### config.mk
export PLATFORM = sky130hd
export DESIGN_NAME = iobuf_vec_capture
export DESIGN_NICKNAME = d
export VERILOG_FILES = /design/src/rtl/iobuf_vec_capture_pkg.sv /design/src/rtl/iobuf_vec_sync.sv /design/src/rtl/iobuf_vec_capture.sv
export SDC_FILE = /design/constraint.sdc
export NUM_CORES = 1
export LEC_CHECK = 0
export ABC_AREA = 0
export CORE_MARGIN = 2
export CORE_UTILIZATION = 35
export DETAILED_ROUTE_END_ITERATION = 6
export GPL_TIMING_DRIVEN = 1
export SYNTH_ARGS = -nofsm -noshare
export SYNTH_HDL_FRONTEND = slang
export SYNTH_SLANG_ARGS = --single-unit
### constraint.sdc
create_clock -name CLK -period 4.7 [get_ports CLK]
set_input_delay 0.47 -clock CLK [delete_from_list [all_inputs] [get_ports CLK]]
set_output_delay 0.47 -clock CLK [all_outputs]
set_load 0.01 [all_outputs]
### src/rtl/iobuf_vec_capture_pkg.sv
// Shared types for the IOBUF-vector capture path: the NOC beat layout and the
// capture FSM states.
package iobuf_vec_capture_pkg;

  localparam int NOC_DATA_W = 128;
  localparam int NOC_LEN_W  = 16;

  typedef struct packed {
    logic [NOC_DATA_W-1:0] data;
    logic [NOC_LEN_W-1:0]  length;
  } noc_data_h_t;

  typedef enum logic [1:0] {
    IDLE    = 2'd0,
    CAPTURE = 2'd1,
    FLUSH   = 2'd2
  } cap_state_e;

endpackage

### src/rtl/iobuf_vec_sync.sv
// Two-flop synchroniser for a bank of asynchronous pad inputs; shared with the
// IOBUF-vector pin driver.
module iobuf_vec_sync #(
  parameter int WIDTH = 8
) (
  input  logic             clk,
  input  logic             rst_n,
  input  logic [WIDTH-1:0] d,
  output logic [WIDTH-1:0] q
);

  logic [WIDTH-1:0] sync_p1;
  logic [WIDTH-1:0] sync_p2;

  always_ff @(posedge clk) begin
    if (!rst_n) begin
      sync_p1 <= '0;
      sync_p2 <= '0;
    end else begin
      sync_p1 <= d;
      sync_p2 <= sync_p1;
    end
  end

  assign q = sync_p2;

endmodule

### src/rtl/iobuf_vec_capture.sv
// Receive-side IOBUF-vector capture: keeps the pads in input mode, samples them
// every CLK_DIV cycles and packs the samples LSB-first into NOC beats.
module iobuf_vec_capture
  import iobuf_vec_capture_pkg::*;
#(
  parameter int IOVEC_WIDTH = 8,
  parameter int CLK_DIV     = 1
) (
  input  logic                   CLK,
  input  logic                   nRST,
  input  logic [IOVEC_WIDTH-1:0] pins_O,
  output logic                   pins_T,
  input  logic                   ctl_enq__ENA,
  input  logic [15:0]            ctl_enq_v,
  output logic                   ctl_enq__RDY,
  output logic                   out_enq__ENA,
  output logic [143:0]           out_enq_v,
  input  logic                   out_enq__RDY,
  output logic                   overrun
);

  localparam int          SPB      = NOC_DATA_W / IOVEC_WIDTH;
  localparam logic [15:0] DIV_LAST = 16'(CLK_DIV - 1);
  localparam logic [15:0] SPB_LAST = 16'(SPB - 1);

  function automatic logic [NOC_DATA_W-1:0] insert_sample(
    input logic [NOC_DATA_W-1:0]  data,
    input logic [15:0]            idx,
    input logic [IOVEC_WIDTH-1:0] smp
  );
    logic [NOC_DATA_W-1:0] r;
    r = data;
    r[int'(idx)*IOVEC_WIDTH +: IOVEC_WIDTH] = smp;
    return r;
  endfunction

  cap_state_e            state, state_nxt;
  logic [IOVEC_WIDTH-1:0] pins_sync;
  logic [15:0]           div_cnt;
  logic [15:0]           remaining;
  logic [15:0]           samp_cnt;
  logic [NOC_DATA_W-1:0] shift_p0;
  logic [NOC_DATA_W-1:0] beat_data;
  noc_data_h_t           hold_p1;
  logic                  vld_p1;
  logic                  overrun_r;

  logic cmd_fire, sample_now, last_sample, beat_close, out_fire, beat_drop;

  iobuf_vec_sync #(.WIDTH(IOVEC_WIDTH)) u_sync (
    .clk   (CLK),
    .rst_n (nRST),
    .d     (pins_O),
    .q     (pins_sync)
  );

  assign pins_T       = 1'b1;
  assign ctl_enq__RDY = (state == IDLE);
  assign out_enq__ENA = vld_p1 & out_enq__RDY;
  assign out_enq_v    = hold_p1;
  assign overrun      = overrun_r;

  assign cmd_fire    = ctl_enq__ENA & ctl_enq__RDY;
  assign out_fire    = vld_p1 & out_enq__RDY;
  assign sample_now  = (state == CAPTURE) && (div_cnt == 16'd0);
  assign last_sample = sample_now && (remaining == 16'd1);
  assign beat_close  = sample_now && ((samp_cnt == SPB_LAST) || (remaining == 16'd1));
  // Sampling never stalls: a beat that finds the holding register occupied is lost.
  assign beat_drop   = beat_close && vld_p1 && !out_fire;
  assign beat_data   = insert_sample(shift_p0, samp_cnt, pins_sync);

  always_ff @(posedge CLK) begin
    if (!nRST) state <= IDLE;
    else       state <= state_nxt;
  end

  always_comb begin
    state_nxt = state;
    case (state)
      IDLE:    if (cmd_fire) state_nxt = (ctl_enq_v == 16'd0) ? FLUSH : CAPTURE;
      CAPTURE: if (last_sample) state_nxt = FLUSH;
      FLUSH:   if (!vld_p1 || out_fire) state_nxt = IDLE;
      default: state_nxt = IDLE;
    endcase
  end

  // Stage p0: divider, sample counting and the pack register
  always_ff @(posedge CLK) begin
    if (!nRST) begin
      div_cnt   <= '0;
      remaining <= '0;
      samp_cnt  <= '0;
      shift_p0  <= '0;
    end else if (cmd_fire) begin
      div_cnt   <= '0;
      remaining <= ctl_enq_v;
      samp_cnt  <= '0;
      shift_p0  <= '0;
    end else if (state == CAPTURE) begin
      div_cnt <= (div_cnt == DIV_LAST) ? 16'd0 : div_cnt + 16'd1;
      if (sample_now) begin
        if (remaining != 16'd0) remaining <= remaining - 16'd1;
        if (beat_close) begin
          samp_cnt <= '0;
          shift_p0 <= '0;
        end else begin
          samp_cnt <= samp_cnt + 16'd1;
          shift_p0 <= beat_data;
        end
      end
    end
  end

  // Stage p1: holding register toward the NOC and the sticky overrun flag
  always_ff @(posedge CLK) begin
    if (!nRST) begin
      hold_p1   <= '0;
      vld_p1    <= 1'b0;
      overrun_r <= 1'b0;
    end else begin
      if (beat_close && !beat_drop) begin
        hold_p1.data   <= beat_data;
        hold_p1.length <= samp_cnt + 16'd1;
        vld_p1         <= 1'b1;
      end else if (out_fire) begin
        vld_p1 <= 1'b0;
      end
      if (cmd_fire)       overrun_r <= 1'b0;
      else if (beat_drop) overrun_r <= 1'b1;
    end
  end

endmodule
Yosys cells after proc, flatten, opt, wreduce, memory -nomap -nowiden
Index checks and enable logic that the tools add are counted.
{"block": "op_classes", "n_addsub": 4, "eq_ne": 7, "n_shift": 2, "mux": 15, "bitwise_logic": 3, "reduce_logical": 23}
{"operator": "$bwmux 128", "n": 1}
{"operator": "$mux 128", "n": 1}
{"operator": "$shift 8x33->128 const A", "n": 1}
{"operator": "$shiftx 8x33->128", "n": 1}
{"operator": "$mux 16", "n": 6}
{"operator": "$neg 19->33", "n": 1}
{"operator": "$add 16x1->16 const B", "n": 2}
{"operator": "$logic_not 16->1", "n": 2}
{"operator": "$eq 16x1->1 const B", "n": 1}
{"operator": "$eq 16x4->1 const B", "n": 1}
{"operator": "$reduce_bool 16->1", "n": 1}
{"operator": "$sub 16x1->16 const B", "n": 1}
{"operator": "$mux 2", "n": 4}
{"operator": "$reduce_bool 2->1", "n": 4}
{"operator": "$logic_and 1x1->1", "n": 6}
{"operator": "$pmux 2 s3", "n": 1}
{"operator": "$reduce_and 3->1", "n": 2}
{"operator": "$ne 2x2->1 const B", "n": 2}
{"operator": "$logic_not 1->1", "n": 3}
{"operator": "$and 1x1->1", "n": 2}
{"operator": "$eq 2x1->1 const B", "n": 1}
{"operator": "$eq 2x2->1 const B", "n": 1}
{"operator": "$logic_not 2->1", "n": 1}
{"operator": "$logic_or 1x1->1", "n": 2}
{"operator": "other kinds (5)", "n": 6}
{"block": "totals", "register_bits": 340, "input_bits": 28, "output_inout_bits": 148, "elab_cells": 65}

Longest topological paths before layout
Gate-level depths: netlist (run 1).
{"block": "depth", "ltp_word": 8, "depth_mapped": 11, "depth_no_buf": 8}

Hierarchy
Synthesis (run 1) repeated with hierarchy kept, for this count alone.
{"block": "hier_totals", "cells_unflattened": 1518, "hier_area_um2": 13753.2}
{"mod": "iobuf_vec_capture", "instances": 1, "cells_each": 1485, "area_each_um2": 13306.5, "seq_area_each_um2": 6486.2}
{"mod": "iobuf_vec_sync", "instances": 1, "cells_each": 33, "area_each_um2": 446.7, "seq_area_each_um2": 320.3}

Worst setup path after synthesis (run 1)
Ideal clock, no wire load.
{"block": "synth_path", "kind": "reg-to-reg", "start": "register samp_cnt[0]", "end": "register shift_p0[16]", "setup_time_ps": 125, "arrival_time_ps": 2932, "t_required_ps": 4575, "path_slack_ps": 1643, "path_stages_with_launch": 12, "path_buffers": 3, "synth_period_minus_slack_ps": 3057, "cell_sequence": "dfxtp_1 clkbuf_1 inv_1 ha_1 nor3b_1 a21bo_2 nand4_1 a2111o_1 buf_2 a21o_1 buf_2 o2bb2ai_1"}
{"block": "synth_between", "elab_chain_cells": 4, "word_cells_on_any_way": 8, "classes_between": "add/sub (1); eq/ne (1); shift (2); mux (2); reduce/logical (2)"}
{"item": "from (decl)", "line": "iobuf_vec_capture.sv:41", "rtl": "logic [15:0] samp_cnt;"}
{"item": "from (signal assigned)", "line": "iobuf_vec_capture.sv:107", "rtl": "samp_cnt <= samp_cnt + 16'd1;"}
{"item": "$neg 19->33 / $eq 16x4->1 (equally long branches)", "line": "iobuf_vec_capture.sv:33, iobuf_vec_capture.sv:67"}
{"item": "$shiftx 8x33->128 (tied with other cells)", "line": "iobuf_vec_capture.sv:33", "rtl": "r[int'(idx)*IOVEC_WIDTH +: IOVEC_WIDTH] = smp;"}
{"item": "$bwmux 128 / $logic_and 1x1->1 (equally long branches)", "line": "iobuf_vec_capture.sv:33, iobuf_vec_capture.sv:67"}
{"item": "$mux 128 (*)", "line": "iobuf_vec_capture.sv:103", "rtl": "if (beat_close) begin"}
{"item": "to (signal assigned)", "line": "iobuf_vec_capture.sv:108", "rtl": "shift_p0 <= beat_data;"}
{"item": "to (decl)", "line": "iobuf_vec_capture.sv:42", "rtl": "logic [NOC_DATA_W-1:0] shift_p0;"}
Every way passes the cells marked *; elsewhere a longest branch is shown, timed or not.
A chain may end at the register's enable or synchronous reset.

Final worst setup path (run 1)
{"block": "layout_path", "start": "register samp_cnt[0]", "end": "register shift_p0[40]"}
Same word-level chain as after synthesis.

==> flow_metrics.env, run 1 <==
export IMPL_synthCells=1528
export IMPL_cp_max_fo=18
export IMPL_setup_tns_ns=0
export IMPL_crit_start="samp_cnt[0]"
export IMPL_yosysTopAreaCell="dfxtp_1"
export IMPL_min_delay_start="u_sync.sync_p1[0]"
export IMPL_crit_type="reg -> reg"
export IMPL_arrival_ns=4.32
export IMPL_slowest_delay_ns=0.80
export IMPL_drv_slew=0
export IMPL_drtIter0Drc=797
export IMPL_fp_dieArea_um2=42810
export IMPL_synth_seq_area_share=0.4724
export IMPL_ys_seq_elements=340
export IMPL_synth_edf_count=0
export IMPL_nets=1678
export IMPL_maxSlewHeadroom=0.2874
export IMPL_rsz0062_at_grt="false"
export IMPL_area_growth_pct=23.27
export IMPL_skew_ns=0.02521
export IMPL_worstPathRequired_ns=5.15
export IMPL_holdBufCountCts=0
export IMPL_placed_cell_area_um2=16490
export IMPL_vias=12119
export IMPL_overflow=0
export IMPL_drt_wl_total_um=44110
export IMPL_wl_per_cell_um=20.00
export IMPL_viasPerCell=5.496
export IMPL_drc=0
export IMPL_gp_congestion=0.8827
export IMPL_drive_above_1_share=0.08308
export IMPL_syn_num_nets=1562
export IMPL_final_area_um2=17760
export IMPL_ant_nets=0
export IMPL_peakVddDrop_mv=0.2385
export IMPL_rows=74
export IMPL_diodes=0
export IMPL_yosysUniqueCellTypes=74
export IMPL_gr_usage_all_layers=0.2038
export IMPL_clock_sinks=340
export IMPL_die_x_um=206.9
export IMPL_root_buffer="clkbuf_16"
export IMPL_fin_crit_sh=0.8230
export IMPL_cts_resized=0
export IMPL_finalSetupViolations=0
export IMPL_ys_top_cells_by_area="dfxtp_1, mux2i_1, o2bb2ai_1"
export IMPL_htree_levels=2
export IMPL_insertion_delay_ns=0.53
export IMPL_avgSynthCellArea_um2=9.430
export IMPL_dr_pass1_iters=5
export IMPL_io_buffers=174
export IMPL_grt_antenna_before_repair=0
export IMPL_yosys_warnings=0
export IMPL_clock_path_buffers=3
export IMPL_p_sw_mw=1.562
export IMPL_period_needed_ns=3.868
export IMPL_critPathCaptureType="flip-flop"
export IMPL_hp_class="reg -> reg"
export IMPL_swShare=0.2413
export IMPL_grt_pass1_vias=11515
export IMPL_power_frac_seq=0.459
export IMPL_dieHeight_um=206.9
export IMPL_start_util=0.3537
export IMPL_intPower_mw=4.910
export IMPL_clockPowerShare=0.466
export IMPL_path_clk_slew_ns=0.06
export IMPL_grt_max_degree=143
export IMPL_synth_top_cell_area_share=0.4724
export IMPL_power_density_nw_per_um2=364.4
export IMPL_async_flop_share=0
export IMPL_post_cts_setup_buffer_count=0
export IMPL_dp_hpwl_um=29120
export IMPL_slowest_stage="mux2i_4"
export IMPL_post_place_ws_ns=0.8880
export IMPL_tightest_slew_ns=1.048
export IMPL_cp_start_kind="flip-flop"
export IMPL_pin_count=176
export IMPL_numPlacedInstances=2136
export IMPL_cts_buffers=38
export IMPL_finalNonFillerCells=2205
export IMPL_core_um2=40740
export IMPL_finalWorstSetupSlack_ns=0.8320
export IMPL_r2r_start="samp_cnt[0]"
export IMPL_ys_flop_type="dfxtp_1"
export IMPL_crit_chain="inv_1, ha_1, nor3b_1, a211oi_1, mux2i_4, a2111oi_2, buf_4, o21ai_1, o2bb2ai_1"
export IMPL_status="completed"
export IMPL_p_leak_nw=5.834
export IMPL_maxCapViolations=0
export IMPL_grt_pass1_wl_um=68300
export IMPL_pwr_share_comb=0.076
export IMPL_cts_tree="built"
export IMPL_clock_fmax_ghz=0.2585
export IMPL_hold_viol_final=0
export IMPL_final_util=0.4360
export IMPL_syn_area_um2=14410
## final timing paths
| path | endpoint | slack (ns) | cells after the start |
|---|---|---|---|
| setup reg to reg | shift_p0[40] | 0.83 | 9 |
| hold reg to reg | u_sync.q[0] | 0.43 | 1 |
| hold / removal | u_sync.q[0] | 0.43 | 1 |
| setup / recovery | shift_p0[40] | 0.83 | 9 |
## synth_stat cells (all sizes together), types with 3 or more instances
master,number
o2111ai,4
nand2,89
a31oi,28
xnor2,16
and3,15
a21oi,118
a22o,16
or3,12
a211oi,27
nand2b,4
o21ai,156
ha,6
nand3,79
buf,56
nand4,32
mux2i,110
and4,3
a21o,5
a2111oi,14
o211ai,3
inv,20
dfxtp,340
nor2b,8
o21bai,3
o21a,3
a32oi,3
nor3,19
clkbuf,79
mux2,3
nand3b,3
xor2,12
and2,19
nor2,74
or4,6
o2bb2ai,97
nor4,14
## cells in the final DEF, fill, tap and decap left out, drive strengths merged, types with 32 or more instances in the layout
master	n
nand4	32
nand3	79
o2bb2ai	97
nor2	74
nand2	89
mux2i	110
a21oi	118
clkbuf	58
clkdlybuf4s50	173
o21ai	156
buf	38
dfxtp	340
## sequential cells by signal, summed over array words and instances (netlist names)
register,cells
u_sync.sync_p1,8
state,2
div_cnt,16
remaining,16
u_sync.q,8
vld_p1,1
out_enq_v,144
overrun,1
shift_p0,128
samp_cnt,16
## cell type report
type / instances / area (um^2)
clock inverters: 11 / 155.1
inverters: 20 / 75.07
clock buffers: 58 / 1117
repair buffers: 211 / 2029
flip-flops and latches: 340 / 6807
well taps: 532 / 665.6
fillers: 3953 / 22980
multi-input cells: 1033 / 6913
## power groups by stage
stage          combinational [mW]  clock (mW)  sequential [mW]
6_report                    0.490        3.01             2.97
3_3_place_gp                0.482           0             3.03
3_5_place_dp                0.488           0             3.03
2_1_floorplan               0.322           0             3.02
4_1_cts                     0.490        3.07             2.97
5_1_grt                     0.540        3.20             2.97
## through the flow
stage / power (mW) / hold WS [ns]
after floorplan: 3.342 / 0.4119
after global placement: 3.512 / 0.4242
after detailed placement: 3.519 / 0.4211
after CTS: 6.526 / 0.4267
after global routing: 6.715 / 0.4454
final: 6.472 / 0.4299
## logic make-up (layout without fill, tap and decap cells)
kind of cell | Yosys count | count (layout) | share of synthesized area
compound gates | 499 | 499 | 0.2381
simple gates | 386 | 386 | 0.1364
flops | 340 | 340 | 0.4724
buf+inv | 155 | 300 | 0.05071
mux | 113 | 113 | 0.07989
xor+xnor | 28 | 28 | 0.01702
fa+ha+maj | 6 | 6 | 0.005210
other cells | 1 | 1 | 0.0002603
## metal layers
| layer | GRT usage | wire length, um |
|---|---|---|
| met2 | 0.3206 | 19820 |
| met3 | 0.02779 | 2399 |
| met4 | 0.07219 | 1393 |
| met5 | 0 | 0 |
| met1 | 0.2857 | 20490 |
## critical path: cells and delay by family, from the launching register on
| kind | cells | cell delay, ns |
|---|---|---|
| buffers and inverters | 2 | 0.47 |
| and+or+nand+nor | 1 | 0.65 |
| DFF | 1 | 0.45 |
| adders and majority gates | 1 | 0.30 |
| AOI/OAI and AO/OA | 4 | 1.11 |
| muxes | 1 | 0.80 |
Note: power is estimated with default switching activity, not from simulation.
==> run 2: changes to the inputs <==
Clock period 4.7 ns to 3.3 ns, I/O delays scaled along.
==> run 2 against run 1 <==
Compared with the run above:
- core utilization is 1.7 points higher
- sequential cell count stayed put
- clock-buffer cell count is 6 lower
- clock power is 47% higher
- combinational power is 56% higher
- critical path type unchanged
- critical endpoint is now shift_p0[28]
- highest routed layer unchanged
==> flow_metrics.env, run 2 (synthesis gave the netlist of run 1 again) <==
export IMPL_skew_ns=0.02508
export IMPL_path_clk_slew_ns=0.06
export IMPL_wl_per_cell_um=19.56
export IMPL_io_buffers=174
export IMPL_fillCellCount=3863
export IMPL_clockPowerShare=0.470
export IMPL_power_density_nw_per_um2=508.7
export IMPL_tightest_slew_ns=1.004
export IMPL_rows=74
export IMPL_grt_antenna_before_repair=0
export IMPL_nets=1744
export IMPL_regArea_um2=6807
export IMPL_cts_tree="built"
export IMPL_pin_count=176
export IMPL_core_um2=40740
export IMPL_multiInputGateArea_um2=6934
export IMPL_drtIter0Drc=784
export IMPL_fin_crit_sh=0.9486
export IMPL_drt_wl_total_um=44370
export IMPL_arrival_ns=3.58
export IMPL_dp_hpwl_um=30330
export IMPL_final_common_cell="dfxtp_1"
export IMPL_hp_class="in -> reg"
export IMPL_gr_usage_all_layers=0.2064
export IMPL_peakVddDrop_mv=0.3243
export IMPL_largest_reg_flops=144
export IMPL_drc=0
export IMPL_intPower_mw=7.172
export IMPL_clock_path_buffers=3
export IMPL_ant_nets=0
export IMPL_cp_max_fo=9
export IMPL_overflow=0
export IMPL_insertion_delay_ns=0.53
export IMPL_grt_pass1_vias=11982
export IMPL_status="completed"
export IMPL_post_cts_setup_buffer_count=0
export IMPL_dieHeight_um=206.9
export IMPL_vias=12195
export IMPL_swShare=0.2357
export IMPL_clock_sinks=340
export IMPL_grt_max_degree=87
export IMPL_cp_start_kind="flip-flop"
export IMPL_p_leak_nw=6.233
export IMPL_rsz0062_at_grt="false"
export IMPL_worstPathRequired_ns=3.75
export IMPL_p_sw_mw=2.212
export IMPL_critPathCaptureType="flip-flop"
export IMPL_holdBufCountCts=0
export IMPL_start_util=0.3537
export IMPL_dr_pass1_iters=5
export IMPL_clock_fmax_ghz=0.3195
export IMPL_crit_type="reg -> reg"
export IMPL_area_growth_pct=28.04
export IMPL_setup_tns_ns=0
export IMPL_fp_dieArea_um2=42810
export IMPL_whs_ns=0.2880
export IMPL_finalSetupViolations=0
export IMPL_die_x_um=206.9
export IMPL_r2r_slack_ns=0.17
export IMPL_cts_buffers=39
export IMPL_maxCapViolations=0
export IMPL_hold_viol_final=0
export IMPL_drive_above_1_share=0.1215
export IMPL_viasPerCell=5.375
export IMPL_drv_slew=0
export IMPL_maxSlewHeadroom=0.3172
export IMPL_layout_common_cells="dfxtp_1, clkdlybuf4s50_1, o21ai_0, a21oi_1, mux2i_1"
export IMPL_power_frac_seq=0.449
export IMPL_htree_levels=2
export IMPL_root_buffer="clkbuf_16"
export IMPL_grt_pass1_wl_um=69040
export IMPL_pwr_share_comb=0.081
export IMPL_period_needed_ns=3.130
export IMPL_gp_congestion=0.8301
export IMPL_diodes=0
==> run 2: layer usage <==
metal	GRT usage	wire (um)
met5	0	0
met3	0.03108	1914
met1	0.2779	20550
met4	0.07649	1550
met2	0.3346	20360
==> run 2: cell type report <==
class | count | share of cell area
Multi-Input combinational cell | 1033 | 0.3759
Sequential cell | 340 | 0.3689
Timing Repair Buffer | 276 | 0.1439
Clock buffer | 52 | 0.05934
Tap cell | 532 | 0.03608
Clock inverter | 16 | 0.01180
Inverter | 20 | 0.004069
==> run 2: worst max-delay path, stage by stage (launching register included) <==
cell	delay [ns]
dfxtp_1	0.32
buf_4	0.16
or4_4	0.58
nor3_4	0.19
mux2i_2	0.87
a2111oi_2	0.14
buf_4	0.26
o21ai_2	0.37
o2bb2ai_1	0.17
==> run 2: final timing paths <==
| kind | end | from | cells past startpoint |
|---|---|---|---|
| worst min-delay path | samp_cnt[3] | nRST | 4 |
| worst min register to register | u_sync.q[2] | u_sync.sync_p1[2] | 1 |
| worst max-delay path | shift_p0[28] | samp_cnt[0] | 8 |
| worst max register to register | shift_p0[28] | samp_cnt[0] | 8 |
==> run 2: repair_timing <==
action | in CTS | in global routing
resized for setup | 0 | 4
setup endpoints to repair | 0 | 137
hold endpoints to repair | 0 | 0
==> run 2: per-stage QoR <==
| stage | util | power [mW] | setup WS [ns] | std cells | instance area, um^2 |
|---|---|---|---|---|---|
| 5_1_grt | 0.4529 | 9.738 | 0.01917 | 2269 | 18450 |
| 3_5_place_dp | 0.4201 | 5.056 | 0.1152 | 2201 | 17120 |
| 4_1_cts | 0.4523 | 9.477 | 0.1191 | 2269 | 18430 |
| 3_3_place_gp | 0.4201 | 5.047 | 0.2041 | 2201 | 17120 |
| 2_1_floorplan | - | 4.759 | 0.2425 | 1528 | 14410 |
| 6_report | 0.4529 | 9.384 | 0.1696 | 2269 | 18450 |
==> run 2: power groups by stage <==
stage                     Combinational [mW]  Sequential, mW  Clock (mW)
after floorplan                        0.458            4.30           0
after global placement                 0.747            4.30           0
after detailed placement               0.754            4.30           0
after CTS                              0.757            4.21        4.51
after global routing                   0.834            4.22        4.69
final                                  0.765            4.21        4.41
==> run 3: changes to the inputs <==
Settings changed: ABC_CLOCK_PERIOD_IN_PS from default to 3300.
==> results of run 3 <==
The final DEF is identical to that of run 2; final timing and power are the same.
